`src/rtl/seg_scan_ctrl_if.sv`:
```
// Request/data bundle from the two display requesters and the scanned pin outputs.
interface seg_scan_ctrl_if;
  logic [1:0]  req;
  logic [23:0] data0;
  logic [23:0] data1;
  logic [5:0]  dp0;
  logic [5:0]  dp1;
  logic [1:0]  gnt;
  logic        frame_done;
  logic [7:0]  number;
  logic [5:0]  digit_block;

  modport master (
    output req, data0, data1, dp0, dp1,
    input  gnt, frame_done, number, digit_block
  );

  modport slave (
    input  req, data0, data1, dp0, dp1,
    output gnt, frame_done, number, digit_block
  );
endinterface

```
`src/rtl/seg_scan_ctrl.sv`:
```
// Frame-boundary arbiter and 6-digit active-low 7-segment scanner for two requesters.
// Optional feature: define SEG_BLANK_LEADING_ZERO_EN to blank leading zero digits.
module seg_scan_ctrl #(
  parameter int unsigned SCAN_DIV    = 4096,
  parameter int unsigned HOLD_FRAMES = 16
) (
  input  logic           clk,
  input  logic           rst,
  seg_scan_ctrl_if.slave io_disp
);

  localparam int unsigned SlotW = (SCAN_DIV > 1) ? $clog2(SCAN_DIV) : 1;
  localparam int unsigned HoldW = $clog2(HOLD_FRAMES + 1);
  localparam logic [SlotW-1:0] SlotLast = SlotW'(SCAN_DIV - 1);
  localparam logic [HoldW-1:0] HoldMax  = HoldW'(HOLD_FRAMES);

  typedef enum logic [1:0] {
    OwnNone = 2'b00,
    OwnTime = 2'b01,
    OwnMsg  = 2'b10
  } owner_e;

  owner_e           r_owner, w_owner_d;
  owner_e           w_fresh, w_other;
  logic [SlotW-1:0] r_slot, w_slot_d;
  logic [2:0]       r_digit, w_digit_d;
  logic [HoldW-1:0] r_hold, w_hold_d;
  logic [23:0]      r_snap, w_snap_d;
  logic [5:0]       r_snap_dp, w_snap_dp_d;
  logic [5:0]       r_blank, w_blank_d;
  logic             r_frame_done, w_frame_done_d;
  logic [7:0]       r_number, w_number_d;
  logic [5:0]       r_digit_block, w_digit_block_d;
  logic             w_boundary;
  logic             w_own_req, w_other_req, w_hold_done;
  logic [3:0]       w_nib;

  function automatic logic [7:0] seg_decode(input logic [3:0] nib);
    logic [7:0] seg;
    case (nib)
      4'h0:    seg = 8'hC0;
      4'h1:    seg = 8'hF9;
      4'h2:    seg = 8'hA4;
      4'h3:    seg = 8'hB0;
      4'h4:    seg = 8'h99;
      4'h5:    seg = 8'h92;
      4'h6:    seg = 8'h82;
      4'h7:    seg = 8'hF8;
      4'h8:    seg = 8'h80;
      4'h9:    seg = 8'h90;
      4'hF:    seg = 8'hBF;
      default: seg = 8'hFF;
    endcase
    return seg;
  endfunction

`ifdef SEG_BLANK_LEADING_ZERO_EN
  // Walk from digit 5 downward; digit 0 always stays lit.
  function automatic logic [5:0] lead_zero_mask(input logic [23:0] digits);
    logic [5:0] mask;
    logic       leading;
    mask    = '0;
    leading = 1'b1;
    for (int k = 5; k >= 1; k--) begin
      if (digits[4*k +: 4] != 4'd0) leading = 1'b0;
      mask[k] = leading;
    end
    return mask;
  endfunction
`endif

  assign w_boundary = (r_slot == SlotLast) && (r_digit == 3'd5);

  always_comb begin
    w_slot_d  = r_slot + 1'b1;
    w_digit_d = r_digit;
    if (r_slot == SlotLast) begin
      w_slot_d  = '0;
      w_digit_d = (r_digit == 3'd5) ? 3'd0 : r_digit + 3'd1;
    end
  end

  // Owner next-state: only evaluated on the last cycle of a frame.
  always_comb begin
    w_fresh     = io_disp.req[1] ? OwnMsg : (io_disp.req[0] ? OwnTime : OwnNone);
    w_other     = (r_owner == OwnTime) ? OwnMsg : OwnTime;
    w_own_req   = |(io_disp.req & r_owner);
    w_other_req = |(io_disp.req & w_other);
    w_hold_done = (32'(r_hold) + 32'd1) >= HOLD_FRAMES;
    w_owner_d   = r_owner;
    w_hold_d    = r_hold;
    if (w_boundary) begin
      if ((r_owner == OwnNone) || !w_own_req) begin
        w_owner_d = w_fresh;
      end else if (w_other_req && w_hold_done) begin
        w_owner_d = w_other;
      end
      if (w_owner_d != r_owner) begin
        w_hold_d = '0;
      end else if (r_hold != HoldMax) begin
        w_hold_d = r_hold + 1'b1;
      end
    end
  end

  always_comb begin
    w_snap_d    = r_snap;
    w_snap_dp_d = r_snap_dp;
    w_blank_d   = r_blank;
    if (w_boundary) begin
      unique case (w_owner_d)
        OwnTime: begin
          w_snap_d    = io_disp.data0;
          w_snap_dp_d = io_disp.dp0;
        end
        OwnMsg: begin
          w_snap_d    = io_disp.data1;
          w_snap_dp_d = io_disp.dp1;
        end
        default: begin
          w_snap_d    = '1;
          w_snap_dp_d = '0;
        end
      endcase
`ifdef SEG_BLANK_LEADING_ZERO_EN
      w_blank_d = lead_zero_mask(w_snap_d);
`else
      w_blank_d = '0;
`endif
    end
  end

  // Outputs are computed from next state so the registered pins line up with the slot.
  always_comb begin
    w_nib           = w_snap_d[{w_digit_d, 2'b00} +: 4];
    w_frame_done_d  = (w_slot_d == SlotLast) && (w_digit_d == 3'd5);
    w_number_d      = 8'hFF;
    w_digit_block_d = 6'b111111;
    if (w_owner_d != OwnNone) begin
      w_number_d = w_blank_d[w_digit_d] ? 8'hFF : seg_decode(w_nib);
      if (w_snap_dp_d[w_digit_d]) w_number_d[7] = 1'b0;
      if (w_slot_d != '0) w_digit_block_d = ~(6'd1 << w_digit_d);
    end
  end

  always_ff @(posedge clk or negedge rst) begin
    if (!rst) begin
      r_owner       <= OwnNone;
      r_slot        <= '0;
      r_digit       <= '0;
      r_hold        <= '0;
      r_snap        <= '1;
      r_snap_dp     <= '0;
      r_blank       <= '0;
      r_frame_done  <= 1'b0;
      r_number      <= 8'hFF;
      r_digit_block <= 6'b111111;
    end else begin
      r_owner       <= w_owner_d;
      r_slot        <= w_slot_d;
      r_digit       <= w_digit_d;
      r_hold        <= w_hold_d;
      r_snap        <= w_snap_d;
      r_snap_dp     <= w_snap_dp_d;
      r_blank       <= w_blank_d;
      r_frame_done  <= w_frame_done_d;
      r_number      <= w_number_d;
      r_digit_block <= w_digit_block_d;
    end
  end

  assign io_disp.gnt         = r_owner;
  assign io_disp.frame_done  = r_frame_done;
  assign io_disp.number      = r_number;
  assign io_disp.digit_block = r_digit_block;

endmodule
```
`src/flat_wrapper.sv`:
```
// flat-port wrapper written by rule: the top's interface ports become plain ports
module seg_scan_ctrl_flat 
#(
  parameter int unsigned SCAN_DIV    = 4096,
  parameter int unsigned HOLD_FRAMES = 16
)
  (clk, rst, io_disp_req, io_disp_data0, io_disp_data1, io_disp_dp0, io_disp_dp1, io_disp_gnt, io_disp_frame_done, io_disp_number, io_disp_digit_block);
  seg_scan_ctrl_if io_disp_i ();
  input  logic clk;
  input  logic rst;
  input wire logic [$bits(io_disp_i.req)-1:0] io_disp_req;
  input wire logic [$bits(io_disp_i.data0)-1:0] io_disp_data0;
  input wire logic [$bits(io_disp_i.data1)-1:0] io_disp_data1;
  input wire logic [$bits(io_disp_i.dp0)-1:0] io_disp_dp0;
  input wire logic [$bits(io_disp_i.dp1)-1:0] io_disp_dp1;
  output wire logic [$bits(io_disp_i.gnt)-1:0] io_disp_gnt;
  output wire logic [$bits(io_disp_i.frame_done)-1:0] io_disp_frame_done;
  output wire logic [$bits(io_disp_i.number)-1:0] io_disp_number;
  output wire logic [$bits(io_disp_i.digit_block)-1:0] io_disp_digit_block;
  assign io_disp_i.req = io_disp_req;
  assign io_disp_i.data0 = io_disp_data0;
  assign io_disp_i.data1 = io_disp_data1;
  assign io_disp_i.dp0 = io_disp_dp0;
  assign io_disp_i.dp1 = io_disp_dp1;
  assign io_disp_gnt = io_disp_i.gnt;
  assign io_disp_frame_done = io_disp_i.frame_done;
  assign io_disp_number = io_disp_i.number;
  assign io_disp_digit_block = io_disp_i.digit_block;
  seg_scan_ctrl #(.SCAN_DIV(SCAN_DIV), .HOLD_FRAMES(HOLD_FRAMES)) u_core (.clk(clk), .rst(rst), .io_disp(io_disp_i));
endmodule
```
`config.mk`:
```
export PLATFORM = sky130hd
export DESIGN_NAME = seg_scan_ctrl_flat
export DESIGN_NICKNAME = d
export VERILOG_FILES = /design/src/rtl/seg_scan_ctrl_if.sv /design/src/rtl/seg_scan_ctrl.sv /design/src/flat_wrapper.sv
export SDC_FILE = /design/constraint.sdc
export NUM_CORES = 1
export LEC_CHECK = 0
export BUFFER_PORTS_ARGS = -buffer_cell sky130_fd_sc_hd__buf_2
export CAP_MARGIN = 25
export CORE_MARGIN = 2
export CORE_UTILIZATION = 61
export DETAILED_ROUTE_END_ITERATION = 10
export GPL_TIMING_DRIVEN = 0
export HOLD_SLACK_MARGIN = 0.03
export PLACE_DENSITY = 0.86
export SLEW_MARGIN = 5
export SYNTH_ARGS = -nofsm -noshare
export SYNTH_HDL_FRONTEND = slang
export SYNTH_SLANG_ARGS = --single-unit
```
`constraint.sdc`:
```
create_clock -name clk -period 9.9 [get_ports clk]
set_clock_uncertainty 0.1 [all_clocks]
set_input_delay 1.485 -clock clk [delete_from_list [all_inputs] [get_ports clk]]
set_output_delay 1.485 -clock clk [all_outputs]
set_load 0.1 [all_outputs]
```
# ---- Word level (Yosys, flattened, before mapping)
# Memory sizes are Yosys's and may differ from the RTL's.
# Cells that the tools add are included.
dict set report classes {
  n_eq_ne 9
  n_reduce_logical 12
  bitwise 3
  order_cmp 2
  n_mux 26
  addsub 4
  n_shift 2
}
# op count
set op_table {}
lappend op_table {{24-bit case mux with 2 select lines} 1}
lappend op_table {{32-bit by 5-bit greater-or-equal comparator with 1-bit output, second input constant} 1}
lappend op_table {{12-bit == test, second input constant} 2}
lappend op_table {{24-bit 2-to-1 mux} 1}
lappend op_table {{6-bit 2-to-1 mux} 4}
lappend op_table {{24-bit by 6-bit variable part select with 4-bit output} 1}
lappend op_table {{8-bit 2-to-1 mux} 2}
lappend op_table {{12-bit by 1-bit adder with 12-bit output, second input constant} 1}
lappend op_table {{12-bit 2-to-1 mux} 1}
lappend op_table {{2-bit 2-to-1 mux} 6}
lappend op_table {{6-bit case mux with 2 select lines} 1}
lappend op_table {{12-bit nonzero test} 1}
lappend op_table {{5-bit 2-to-1 mux} 2}
lappend op_table {{5-bit by 1-bit adder with 6-bit output, second input constant} 1}
lappend op_table {{1-bit binary-select mux with 3-bit select} 2}
lappend op_table {{3-bit == test, second input constant} 2}
lappend op_table {{3-bit 2-to-1 mux} 2}
lappend op_table {{6-bit inverter} 1}
lappend op_table {{1-bit by 3-bit << shifter with 6-bit output, first input constant} 1}
lappend op_table {{5-bit by 1-bit adder with 5-bit output, second input constant} 1}
lappend op_table {{5-bit != test, second input constant} 1}
lappend op_table {{2-bit bitwise AND} 2}
lappend op_table {{2-bit by 1-bit == test with 1-bit output, second input constant} 2}
lappend op_table {{3-bit by 4-bit less-than comparator with 1-bit output, second input constant} 1}
lappend op_table {{other kinds (11)} 18}
dict set report totals {
  inputBits 64
  mem_count 1
  output_inout_bits 17
  rom_bits 112
  wordCells 69
  regBits 73
}
# name depth width read_ports rd_clocked_by_memory_dff wr line_no
set memory_table {}
lappend memory_table {{(name not given)} 16 7 1 0 0 seg_scan_ctrl.sv:40} ;# case (nib)

# ---- Depth between registers and ports, before layout
# An unclocked memory read counts as a cell.
dict set report depth {
  depth_word 17
  mapped_depth 21
  mapped_depth_nobuf 20
}

# ---- Worst setup path after synthesis
# No wires, ideal clock.
dict set report synth_path {
  path_kind {register to register}
  startpoint {register u_core.r_slot[0]}
  endpoint {register u_core.r_number[6], in the netlist u_core.io_disp.number[6]}
  required_time_ns 9.718
  period_less_slack_ns 4.359
  stages_incl_launch_ff 21
  path_buffers 2
  setup_time_ns 0.082
  setup_slack_ns 5.541
  arrival_time_ns 4.178
  cell_sequence {dfrtp_1 -> ha_1 -> and4_1 -> buf_2 -> nand4_1 -> clkbuf_1 -> nor2_1 -> nand2_1 -> o21ai_0 -> a221o_1 -> ha_1 -> a221oi_1 -> nor2_1 -> a32o_1 -> o41ai_2 -> inv_1 -> ha_1 -> inv_1 -> mux2i_1 -> a21oi_1 -> o21ai_1}
}
dict set report synth_via {
  elab_chain_len 10
}
# element line_no
set synth_rtl {}
lappend synth_rtl {{start, declared} seg_scan_ctrl.sv:25} ;# logic [SlotW-1:0] r_slot, w_slot_d;
lappend synth_rtl {{start signal, assigned} seg_scan_ctrl.sv:160} ;# r_slot <= w_slot_d;
lappend synth_rtl {{12-bit == test (*)} {seg_scan_ctrl.sv:72, seg_scan_ctrl.sv:77}}
lappend synth_rtl {{1-bit logical AND} seg_scan_ctrl.sv:72} ;# assign w_boundary = (r_slot == SlotLast) && (r_digit == 3'd5);
lappend synth_rtl {{2-bit 2-to-1 mux} seg_scan_ctrl.sv:92} ;# if (w_boundary) begin
lappend synth_rtl {{2-bit == test / 2-bit by 1-bit == test with 1-bit output (equally long branches)} seg_scan_ctrl.sv:111} ;# unique case (w_owner_d)
lappend synth_rtl {{24-bit case mux with 2 select lines} seg_scan_ctrl.sv:111}
lappend synth_rtl {{24-bit 2-to-1 mux} seg_scan_ctrl.sv:110} ;# if (w_boundary) begin
lappend synth_rtl {{24-bit by 6-bit variable part select with 4-bit output} seg_scan_ctrl.sv:135} ;# w_nib = w_snap_d[{w_digit_d, 2'b00} +: 4];
lappend synth_rtl {{memory 16 x 7 bit} n/a}
lappend synth_rtl {{8-bit 2-to-1 mux} seg_scan_ctrl.sv:140} ;# w_number_d = w_blank_d[w_digit_d] ? 8'hFF : seg_decode(w_nib);
lappend synth_rtl {{8-bit 2-to-1 mux (*)} seg_scan_ctrl.sv:139} ;# if (w_owner_d != OwnNone) begin
lappend synth_rtl {{named net u_core.w_number_d[6]} seg_scan_ctrl.sv:32} ;# logic [7:0] r_number, w_number_d;
lappend synth_rtl {{end signal, assigned} seg_scan_ctrl.sv:167} ;# r_number <= w_number_d;
lappend synth_rtl {{end, declared} seg_scan_ctrl.sv:32}
# The timed path passes the listed nets; every way through them passes the cells marked *. The select of a mux whose other input is x is not followed.
# A chain may end at the register's enable or synchronous reset.

# ---- Worst setup path after layout
# Ends and elaborated chain as after synthesis.

==> results_dict.tcl <==
set metrics [dict create \
    grt_max_degree 74 \
    drt_iter0_drc 258 \
    synth_edf_count 0 \
    power_mw 0.585 \
    yosys.area.top_type "dfstp_2" \
    drive_gt1_share_pct 28.3 \
    worstSetupStartpointType "register" \
    cts_inserted_buffers 9 \
    regArea_um2 1870 \
    ys_seq_area_share_pct 42.3 \
    p_leak_nw 2.37 \
    avgSynthCellArea_um2 9.24 \
    worst_pin_slew_ps 1020 \
    cp.arrival_ps 5640 \
    instances_no_fill 675 \
    grt_usage_pct 31.9 \
    die-area_um2 7970 \
    cts.path.max_buffers 2 \
    antenna_found_initial 0 \
    hold_path_class "register to register" \
    status "complete, no violations" \
    grt_pass1_wl_mm 19.3 \
    holdBufCountCts 0 \
    netlist_instances 480 \
    holdWs_ps 383 \
    synth_compound_area_share_pct 24.2 \
    dp_cells 659 \
    ir_drop_mv 0.0841 \
    gr-total-overflow 0 \
    antenna_left 0 \
    synth_xor_area_share_pct 2.14 \
    cts_max_level 3 \
    gp_congestion 0.960 \
    drv_cap 0 \
    ys_ff_latch 73 \
    vias_per_cell 6.23 \
    fin_crit_ps 5450 \
    timing.final.crit_share_pct 55.0 \
    multiInputGateArea_um2 2350 \
    clock-sinks 73 \
    syn_area_um2 4440 \
    final_common_cell "buf_2" \
    synthAdderAreaFrac_pct 3.67 \
    num_rows 31 \
    synth_top_area_share_pct 22.5 \
    setup_violations 0 \
    fmax_mhz 184 \
    nets 648 \
    layout_common_cells "81 x buf_2, 63 x nand2_1, 44 x o21ai_0, 38 x dfstp_2, 35 x dfrtp_1" \
    synthFlopType "dfstp_2" \
    firstDrtPassIters 5 \
    core-area_um2 7140 \
    fin_setup_tns_ps 0 \
    synth-simple-area-share_pct 19.9 \
    async_flop_share_pct 100 \
    die_x_um 89.3 \
    synth_mux_area_share_pct 3.02 \
    drc 0 \
    num_vias 4204 \
    dpl-instance-area_um2 4960 \
    clk_latency_ps 360 \
    drv_slew 0 \
    rsz0062_at_grt "no" \
    wl_mm 12.2 \
    n_fill_cell 572 \
    power_density_nw_per_um2 113 \
    hold_viol 0 \
    start_util_pct 62.1 \
    wire_per_inst_um 18.0 \
    cp-end-kind "register" \
    cts_tree "built" \
    setup_slack_ps 4450 \
    synth_top_family_by_area "compound AO/OA/AOI/OAI gates" \
    cts_root_buffer "clkbuf_8" \
    syn2layout_area_growth_pct 16.6 \
    dpl.hpwl_mm 8.91 \
    grt_pass1_vias 4057 \
    yosys_warnings 0 \
    worstPathMaxFanout 10 \
    synth_nets 557 \
    die_h_um 89.3 \
    dp_worst_setup_slack_ps 4580 \
    utilization_pct 72.4 \
    ioPinCount 81 \
    required_ps 10090 \
    synth.area.top_cells "dfstp_2 23%, dfrtp_1 20%, nand2_1 5.3%" \
    numPortBuffers 80 \
    cts_setup_buffers 0 \
    final_cell_area_um2 5170 \
    path_clk_slew_ps 80 \
    cts_resized 0 \
    n_antenna_cell 0 \
    crit_type "register to register" \
    slew_headroom_pct 31.3 \
    yosysUniqueCellTypes 73 \
]
-- power by group --
group	internal [mW]	total (mW)	switching [mW]
logic	0.0160	0.0418	0.0258
clock network	0.121	0.242	0.121
registers	0.301	0.301	0.000717
-- flip-flops by register name (all words and copies together) (netlist names) --
signal                      count
u_core.r_snap                  24
u_core.r_slot                  12
u_core.io_disp.number           8
u_core.io_disp.digit_block      6
u_core.r_blank                  6
u_core.r_snap_dp                6
u_core.r_hold                   5
u_core.r_digit                  3
u_core.io_disp.gnt              2
u_core.io_disp.frame_done       1
-- kinds of logic (layout without fill, tap and decap cells) --
group | Yosys count | count (layout)
and+or+nand+nor | 172 | 172
AOI/OAI and AO/OA | 146 | 146
DFF | 73 | 73
buffers and inverters | 53 | 149
adders and majority gates | 13 | 13
muxes | 13 | 13
xor gates and xnor gates | 10 | 10
-- synthesized netlist by cell type (8+ instances only) --
cell type  number
o21ai_0        44
clkbuf_1       22
and2_1          8
nand4_1        10
a21o_1          8
dfstp_2        38
inv_1          21
dfrtp_1        35
ha_1           13
nand2_1        63
nor3_1         12
mux2i_1        10
a221oi_1       24
nand3_1        12
nor2_1         29
a21oi_1        14
-- routing by layer --
metal  wire [um]  GRT usage, %  vias up
met4         286          11.9        0
met3         877          6.93       28
met2        5910          52.7      208
li1            -             -     1946
met5           0             0        -
met1        5090          41.4     2022
-- cell type report --
type                            count  area share [%]
Clock buffer                       12            3.41
Multi-Input combinational cell    354            45.4
Timing Repair Buffer               80            7.79
Sequential cell                    73            36.3
Inverter                           22            1.60
Clock inverter                      4           0.605
Tap cell                           99            2.40
Buffer                             31            2.52
-- worst paths after layout --
path,startpoint,end,slack (ps),depth (start not counted)
hold / removal,u_core.r_blank[1]$_DFF_PN0_,u_core.r_blank[1]$_DFF_PN0_,380,1
min in group asynchronous,rst,u_core.r_slot[10]$_DFF_PN0_,1150,1
hold reg to reg,u_core.r_blank[1]$_DFF_PN0_,u_core.r_blank[1]$_DFF_PN0_,380,1
setup / recovery,u_core.r_slot[0]$_DFF_PN0_,u_core.io_disp.number[6]$_DFF_PN1_,4450,20
max in group asynchronous,rst,u_core.r_blank[0]$_DFF_PN0_,7990,1
setup reg to reg,u_core.r_slot[0]$_DFF_PN0_,u_core.io_disp.number[6]$_DFF_PN1_,4450,20
-- critical path, stage by stage, from the launching register on --
cell and delay [ps]:
dfrtp_1 410, ha_1 300, and4_1 200, buf_2 170, nand4_1 220, clkbuf_1 390
nor2_1 130, nand2_1 90, o21ai_0 80, a221o_1 400, ha_1 340, a221oi_1 430
nor2_1 100, a32o_1 240, o41ai_2 910, inv_1 210, ha_1 280, inv_1 50
mux2i_1 60, a21oi_1 180, o21ai_1 80
(Power assumes the default switching activity.)
